--- src/rtl/packed_network_ctrl.sv ---
// packed_network_ctrl
// Scheduler and configuration store for a cascade of packed_stage instances.
// Each beat is tagged with a permutation id. The id travels down a delay line
// alongside the beat, so every stage gets that permutation's switch word in the
// cycle the beat reaches it. Configuration writes are accepted only when the
// network is empty. A write request that arrives mid-stream drains the pipeline
// before it commits.
//
// Ports:
//   CLK, RST              clock, asynchronous active-high reset
//   I_VALID/I_PERM        beat presented on stage 0 with its permutation id
//   I_READY               beat accepted when I_VALID && I_READY
//   CFG_VALID/PERM/STAGE/DATA  configuration write request
//   CFG_READY             write commits when CFG_VALID && CFG_READY
//   SWITCH_SET            registered per-stage switch settings
//   O_VALID/O_PERM        beat (and its id) leaving the last stage
//   BUSY                  one or more beats in flight
module packed_network_ctrl #(
    parameter int unsigned PORT_NUM   = 32,
    parameter int unsigned SWITCH_NUM = PORT_NUM / 2,
    parameter int unsigned STAGE_NUM  = 9,
    parameter int unsigned STAGE_LAT  = 2,
    parameter int unsigned NUM_PERM   = 4,
    parameter int unsigned PERM_W     = $clog2(NUM_PERM)
) (
    input  logic                                  CLK,
    input  logic                                  RST,
    input  logic                                  I_VALID,
    input  logic [PERM_W-1:0]                     I_PERM,
    output logic                                  I_READY,
    input  logic                                  CFG_VALID,
    input  logic [PERM_W-1:0]                     CFG_PERM,
    input  logic [$clog2(STAGE_NUM)-1:0]          CFG_STAGE,
    input  logic [SWITCH_NUM-1:0]                 CFG_DATA,
    output logic                                  CFG_READY,
    output logic [0:STAGE_NUM-1][SWITCH_NUM-1:0]  SWITCH_SET,
    output logic                                  O_VALID,
    output logic [PERM_W-1:0]                     O_PERM,
    output logic                                  BUSY
);

    localparam int unsigned DEPTH   = STAGE_NUM * STAGE_LAT;
    localparam int unsigned CNT_W   = $clog2(DEPTH + 1);
    localparam int unsigned STAGE_W = $clog2(STAGE_NUM);
    localparam logic [STAGE_W-1:0] STAGE_LAST = STAGE_W'(STAGE_NUM - 1);

    typedef enum logic [1:0] {StIdle, StRun, StDrain} state_e;

    state_e                                     r_state, w_state_d;
    logic [CNT_W-1:0]                           r_cnt, w_cnt_d;
    logic [DEPTH-2:0]                           r_dly_vld;
    logic [DEPTH-2:0][PERM_W-1:0]               r_dly_perm;
    logic [DEPTH-1:0]                           w_tap_vld;
    logic [DEPTH-1:0][PERM_W-1:0]               w_tap_perm;
    logic [NUM_PERM-1:0][STAGE_NUM-1:0][SWITCH_NUM-1:0] r_cfg;
    logic [0:STAGE_NUM-1][SWITCH_NUM-1:0]       r_sw, w_sw_d;
    logic                                       r_o_valid;
    logic [PERM_W-1:0]                          r_o_perm;
    logic                                       w_i_ready, w_cfg_ready;
    logic                                       w_accept, w_cfg_commit;

    assign w_accept     = I_VALID && w_i_ready;
    assign w_cfg_commit = CFG_VALID && w_cfg_ready;

    // Tap k is the beat accepted k edges ago; tap 0 is the beat being accepted
    // now, so stage 0 is loaded on the same edge as the accept.
    assign w_tap_vld  = {r_dly_vld, w_accept};
    assign w_tap_perm = {r_dly_perm, (w_accept ? I_PERM : PERM_W'(0))};

    // Ready outputs are forced low while reset is held.
    always_comb begin
        w_i_ready   = 1'b0;
        w_cfg_ready = 1'b0;
        case (r_state)
            StIdle: begin
                w_i_ready   = !CFG_VALID;
                w_cfg_ready = 1'b1;
            end
            StRun: begin
                w_i_ready = 1'b1;
            end
            default: begin
                w_i_ready   = 1'b0;
                w_cfg_ready = 1'b0;
            end
        endcase
        if (RST) begin
            w_i_ready   = 1'b0;
            w_cfg_ready = 1'b0;
        end
    end

    // Accept and emit in the same cycle leave the count unchanged.
    always_comb begin
        w_cnt_d = r_cnt;
        case ({w_accept, r_o_valid})
            2'b10:   w_cnt_d = r_cnt + CNT_W'(1);
            2'b01:   w_cnt_d = r_cnt - CNT_W'(1);
            default: w_cnt_d = r_cnt;
        endcase
    end

    always_comb begin
        w_state_d = r_state;
        case (r_state)
            StIdle: begin
                if (w_accept) w_state_d = StRun;
            end
            StRun: begin
                // A zero next count implies no accept this cycle.
                if (w_cnt_d == '0)   w_state_d = StIdle;
                else if (CFG_VALID)  w_state_d = StDrain;
            end
            StDrain: begin
                if (w_cnt_d == '0) w_state_d = StIdle;
            end
            default: w_state_d = StIdle;
        endcase
    end

    always_comb begin
        w_sw_d = '0;
        for (int s = 0; s < STAGE_NUM; s++) begin
            if (w_tap_vld[s*STAGE_LAT]) begin
                w_sw_d[s] = r_cfg[w_tap_perm[s*STAGE_LAT]][s];
            end
        end
    end

    always_ff @(posedge CLK or posedge RST) begin
        if (RST) begin
            r_state    <= StIdle;
            r_cnt      <= '0;
            r_dly_vld  <= '0;
            r_dly_perm <= '0;
            r_sw       <= '0;
            r_o_valid  <= 1'b0;
            r_o_perm   <= '0;
        end else begin
            r_state    <= w_state_d;
            r_cnt      <= w_cnt_d;
            r_dly_vld  <= w_tap_vld[DEPTH-2:0];
            r_dly_perm <= w_tap_perm[DEPTH-2:0];
            r_sw       <= w_sw_d;
            r_o_valid  <= w_tap_vld[DEPTH-1];
            r_o_perm   <= w_tap_perm[DEPTH-1];
        end
    end

    // Out-of-range stage writes complete the handshake but touch nothing.
    always_ff @(posedge CLK or posedge RST) begin
        if (RST) begin
            r_cfg <= '0;
        end else if (w_cfg_commit && (CFG_STAGE <= STAGE_LAST)) begin
            r_cfg[CFG_PERM][CFG_STAGE] <= CFG_DATA;
        end
    end

    assign I_READY    = w_i_ready;
    assign CFG_READY  = w_cfg_ready;
    assign SWITCH_SET = r_sw;
    assign O_VALID    = r_o_valid;
    assign O_PERM     = r_o_perm;
    assign BUSY       = (r_cnt != '0);

endmodule

--- config.mk ---
export PLATFORM = sky130hd
export DESIGN_NAME = packed_network_ctrl
export DESIGN_NICKNAME = d
export VERILOG_FILES = /design/src/rtl/packed_network_ctrl.sv
export SDC_FILE = /design/constraint.sdc
export NUM_CORES = 1
export LEC_CHECK = 0
export CAP_MARGIN = 15
export CELL_PAD_IN_SITES_DETAIL_PLACEMENT = 0
export CELL_PAD_IN_SITES_GLOBAL_PLACEMENT = 1
export CORE_MARGIN = 2
export CORE_UTILIZATION = 51
export CTS_CLUSTER_SIZE = 20
export DETAILED_ROUTE_END_ITERATION = 8
export PLACE_DENSITY = 0.8
export SETUP_SLACK_MARGIN = 0.1
export SLEW_MARGIN = 20
export SYNTH_ARGS = -nofsm -noshare
export SYNTH_HDL_FRONTEND = slang
export SYNTH_SLANG_ARGS = --single-unit
--- constraint.sdc ---
create_clock -name CLK -period 35.7 [get_ports CLK]
set_clock_uncertainty 0.1 [all_clocks]
set_input_delay 7.14 -clock CLK [delete_from_list [all_inputs] [get_ports CLK]]
set_output_delay 7.14 -clock CLK [all_outputs]
set_load 0.02 [all_outputs]
Word-level counts from Yosys, hierarchy flattened
Cells that the tools add are included.
{ "classes": {"n_eq_ne": 7, "order_cmp": 14, "muxes": 43, "reduce_logical": 10, "n_addsub": 2} }
{ "ops": {"columns": ["op", "n"], "rows": [
  ["$bmux W144 S2", 9],
  ["$bwmux W576", 1],
  ["$demux W144 S2", 1],
  ["$mux W144", 2],
  ["$mux W16", 11],
  ["$mux W128", 1],
  ["$mux W112", 1],
  ["$mux W96", 1],
  ["$mux W80", 1],
  ["$demux W16 S4", 1],
  ["$mux W64", 1],
  ["$mux W48", 1],
  ["$mux W32", 1],
  ["$lt A2 B3 Y1 const B", 10],
  ["$mux W2", 5],
  ["$pmux W5 S2", 1],
  ["$pmux W2 S3", 1],
  ["$add A5 B1 Y5 const B", 1],
  ["$logic_and A1 B1 Y1", 5],
  ["$logic_not A5 Y1", 1],
  ["$lt A4 B5 Y1 const B", 1],
  ["$reduce_bool A5 Y1", 1],
  ["$sub A5 B1 Y5 const B", 1],
  ["$eq A2 B1 Y1 const B", 2],
  ["11 further kinds", 15]
]} }
{ "totals": {"regBits": 781, "out_inout_bits": 150, "in_bits": 28, "word_cells": 143} }

Longest topological paths before layout
{ "logic_depth": {"word_depth": 9, "mapped_depth": 13, "mapped_depth_nobuf": 11} }

Worst setup path after synthesis
No wires, ideal clock.
{ "synth_path": {"kind": "input-to-output", "startpoint": "in CFG_VALID", "endpoint": "out I_READY", "setup_slack_ns": 20.709, "n_path_buf": 1, "required_time_ns": 28.460, "stages": 2, "arrival_ns": 7.751, "cell_sequence": "a211oi_1 -> clkbuf_1"} }
{ "synth_between": {"elab_chain_cells": 3} }
{ "synth_lines": {"columns": ["item", "line_no", "source"], "rows": [
  ["start, declared", "31", "input logic CFG_VALID,"],
  ["$logic_not A1 Y1", "76", "w_i_ready = !CFG_VALID;"],
  ["$pmux W1 S2", "74", "case (r_state)"],
  ["$mux W1", "87", "if (RST) begin"],
  ["end, declared", "30", "output logic I_READY,"]
]} }
No other way between the ends.

Final worst setup path
{ "layout_path": {"startpoint": "in RST", "endpoint": "out I_READY"} }
{ "layout_between": {"elab_chain_cells": 1} }
{ "layout_lines": {"columns": ["item", "line_no", "source"], "rows": [
  ["start, declared", "27", "input logic RST,"],
  ["$mux W1", "87", null]
]} }
No other way between the ends.

==> load_flow_metrics.sql <==
INSERT INTO impl_metrics (metric_group, metric, value, unit) VALUES
('clocking', 'htreeDepth', '3', ''),
('power', 'p_leak', '17.7', 'nW'),
('worst_setup_path', 'crit_path_frequent_cell', 'sky130_fd_sc_hd__clkdlybuf4s50_1', ''),
('floorplanning', 'floorplan.die_area', '64100', 'um2'),
('power', 'p_per_area', '56.3', 'nW/um2'),
('power', 'largest_vdd_supply_drop', '38.3', 'uV'),
('clocking', 'clk_path_buf_depth', '3', ''),
('cells_and_area', 'finalInstanceArea', '36800', 'um2'),
('sta', 'post-route-min-period', '16110', 'ps'),
('placement', 'post-dp-hpwl', '42300', 'um'),
('sta', 'worst_max_slew_pin_slew', '1120', 'ps'),
('routing', 'detailroute.wirelength.met2', '33500', 'um'),
('routing', 'detail_route.wirelength.met1', '28100', 'um'),
('sta', 'setup-violations-final', '0', ''),
('routing', 'avgViaCountPerCell', '5.67', ''),
('clocking', 'cts_repair_resize_count', '0', ''),
('run_status', 'run_status', 'complete, no violations', ''),
('routing', 'vias', '16400', ''),
('synthesis', 'ys_seq_area_share', '61.8', '%'),
('cells_and_area', 'finalNetCount', '2079', ''),
('cells_and_area', 'antenna_diode_count', '0', ''),
('sta', 'grt_setup_unrepaired', 'no', ''),
('routing', 'drt-total-wl', '65200', 'um'),
('global_routing', 'grt_pass1_vias', '18200', ''),
('floorplanning', 'chipHeight', '253', 'um'),
('sta', 'timing.slew.headroom', '25.2', '%'),
('placement', 'count_of_buffers_from_port_buffering', '177', ''),
('worst_setup_path', 'timing.critical_path.from_type', 'input port', ''),
('placement', 'dpl_cell_area', '34000', 'um2'),
('routing', 'highest_layer', 'met5', ''),
('synthesis', 'postSynthNetCount', '1939', ''),
('sta', 'timing_max_transition_violations_final', '0', ''),
('sta', 'min_period_over_period', '45.1', '%'),
('routing', 'detail_route.first_pass.iterations', '4', ''),
('cells_and_area', 'drive_gt1_share', '43.8', '%'),
('global_routing', 'global_route_wire_length_before_repair', '105000', 'um'),
('sta', 'hold_violations', '0', ''),
('clocking', 'cts-root-buf', 'sky130_fd_sc_hd__clkbuf_16', ''),
('worst_setup_path', 'path_max_fanout', '20', ''),
('worst_setup_path', 'worstPathRequired', '28460', 'ps'),
('worst_setup_path', 'timing.setup.critical_path_class', 'in2out', ''),
('job', 'maxCapViolCount', '0', ''),
('floorplanning', 'io_pins', '178', ''),
('routing', 'drt_iter0_drc', '923', ''),
('worst_setup_path', 'critical-path-slowest-cell', 'sky130_fd_sc_hd__clkdlybuf4s50_1', ''),
('cells_and_area', 'layout-area-overhead-vs-synth', '16.3', '%'),
('worst_hold_path', 'min_path_type', 'reg2reg', ''),
('clocking', 'cts_setup_buffers', '0', ''),
('global_routing', 'grt_overflow', '0', ''),
('clocking', 'insertion_delay', '610', 'ps'),
('worst_setup_path', 'worst_ep_arrival_time', '8870', 'ps'),
('synthesis', 'synth-warning-count', '0', ''),
('worst_setup_path', 'cp_cell_sequence', 'clkdlybuf4s50_1 > a211oi_2 > buf_4 > clkdlybuf4s50_1', ''),
('clocking', 'numClockSinks', '781', ''),
('floorplanning', 'row_count', '91', ''),
('routing', 'drc_errors', '0', ''),
('synthesis', 'synthDistinctLibCells', '47', ''),
('global_routing', 'antenna_found_initial', '2', ''),
('placement', 'routabilityCongestion', '0.770', ''),
('floorplanning', 'dieWidth', '253', 'um'),
('floorplanning', 'design.core.area', '61500', 'um2'),
('clocking', 'clkSlewWorstSetupHoldPaths', '60', 'ps'),
('clocking', 'tritoncts', 'yes', ''),
('routing', 'routedWlPerCell', '22.5', 'um'),
('synthesis', 'netlist_area', '31600', 'um2'),
('floorplanning', 'starting_utilization_of_the_core_area', '51.5', '%'),
('synthesis', 'synth.ff_latch_count', '781', ''),
('routing', 'route.met3.wl', '2150', 'um'),
('sta', 'highest_achievable_clock_rate', '62.1', 'MHz'),
('clocking', 'cts_hold_buf', '0', ''),
('worst_setup_path', 'cpPeakStageDelay', '640', 'ps'),
('global_routing', 'maximum_number_of_pins_on_one_net_before_global_route_repair', '187', ''),
('global_routing', 'track_usage', '21.2', '%'),
('synthesis', 'syn_inst', '1907', ''),
('sta', 'setup-tns-final', '0', 'ps'),
('cells_and_area', 'finish.utilization', '59.9', '%'),
('routing', 'antenna_left', '0', ''),
('clocking', 'cts-buffers-inserted', '81', ''),
('worst_setup_path', 'critPathCaptureType', 'primary output', ''),
('synthesis', 'post_synth.cell_area_avg', '16.6', 'um2');
-- final timing paths --
kind                               start            end  slack [ps]  cells after the start
max                                  RST        I_READY       19590                      4
min                        r_dly_vld[12]  r_dly_vld[13]         240                      0
max reg2reg                   r_state[0]     r_state[0]       32390                     12
min reg2reg                r_dly_vld[12]  r_dly_vld[13]         240                      0
max in group asynchronous            RST     r_cfg[501]       25400                      5
min in group asynchronous            RST       r_cnt[1]        7120                      2
-- state kept, by name (all words and copies together), names as in the netlist --
name / flops
SWITCH_SET: 144
r_dly_perm: 34
r_cnt: 5
r_cfg: 576
r_dly_vld: 17
r_state: 2
O_PERM: 2
O_VALID: 1
-- cells in the mapped netlist (all sizes together) --
cell / n / area [um2]
xnor2: 2 / 17.5
nor3: 6 / 45.0
nor4bb: 1 / 10.0
nand3: 3 / 15.0
o211ai: 2 / 15.0
mux2: 577 / 6500
clkbuf: 89 / 334
nand3b: 4 / 30.0
a21oi: 3 / 15.0
nor3b: 1 / 7.51
o21ai: 1 / 5.00
buf: 57 / 342
xor2: 1 / 8.76
a221o: 1 / 10.0
nor2b: 6 / 37.5
nand4bb: 1 / 11.3
o41ai: 1 / 8.76
nor4: 2 / 18.8
dfrtp: 781 / 19500
o41a: 2 / 22.5
and3: 21 / 131
nor2: 19 / 98.9
a21o: 1 / 7.51
ha: 4 / 50.1
or3: 1 / 6.26
nand2b: 2 / 12.5
or2: 2 / 12.5
inv: 5 / 18.8
mux4: 144 / 3240
nand2: 27 / 149
nand4: 5 / 50.1
and2: 130 / 813
a2111oi: 1 / 8.76
and4b: 1 / 10.0
a211oi: 1 / 7.51
mux2i: 2 / 20.0
-- cell type report --
cell class,instances,area (um2)
fillers,4576,24700
flip-flops and latches,781,19500
multi-input cells,975,11400
clock buffers,124,2520
repair buffers,203,1970
well taps,790,988
clock inverters,24,328
inverters,5,26.3
-- cells by family after synthesis --
family          synth area share [%]
mux                             30.9
buf+inv                         2.19
flops                           61.8
simple gates                    4.61
xor+xnor                      0.0831
compound gates                 0.316
fa+ha+maj                      0.158
-- per-stage QoR --
stage | std cells | hold slack (ps) | setup slack, ps | power (mW)
2_1_floorplan | 1907 | 231 | 6530 | 1.15
3_3_place_gp | 2754 | 232 | 19540 | 1.19
3_5_place_dp | 2754 | 235 | 19580 | 1.20
4_1_cts | 2902 | 248 | 19570 | 2.09
5_1_grt | 2902 | 257 | 19510 | 2.15
6_report | 2902 | 245 | 19590 | 2.07
-- layout by cell type, fill, tap and decap left out, drive strengths merged, types with 5 or more instances in the layout --
master / netlist / routed
clkdlybuf4s50: 0 / 172
dfrtp: 781 / 781
nor2b: 6 / 6
bufinv: 0 / 8
buf: 57 / 31
clkinv: 0 / 15
clkbuf: 89 / 124
inv: 5 / 6
and3: 21 / 21
nor2: 19 / 19
and2: 130 / 130
mux2: 577 / 577
mux4: 144 / 144
nand4: 5 / 5
nor3: 6 / 6
nand2: 27 / 27
-- per-layer routing --
layer | vias to the layer above | track usage, %
li1 | 7130 | -
met1 | 8925 | 28.0
met2 | 282 | 36.6
met3 | 107 | 3.51
met4 | 4 | 5.78
met5 | - | 0
-- power by group --
part	internal, mW	total [mW]	switching (mW)
sequential	0.961	1.01	0.0507
combinational	0.0997	0.175	0.0753
clock	0.543	0.884	0.341
total	1.60	2.07	0.467
-- critical path, delay by kind of cell --
kind	cells	cell delay (ps)
buffers and inverters	3	1470
AO/OA/AOI/OAI	1	260
Note: power is estimated with default switching activity, not from simulation.
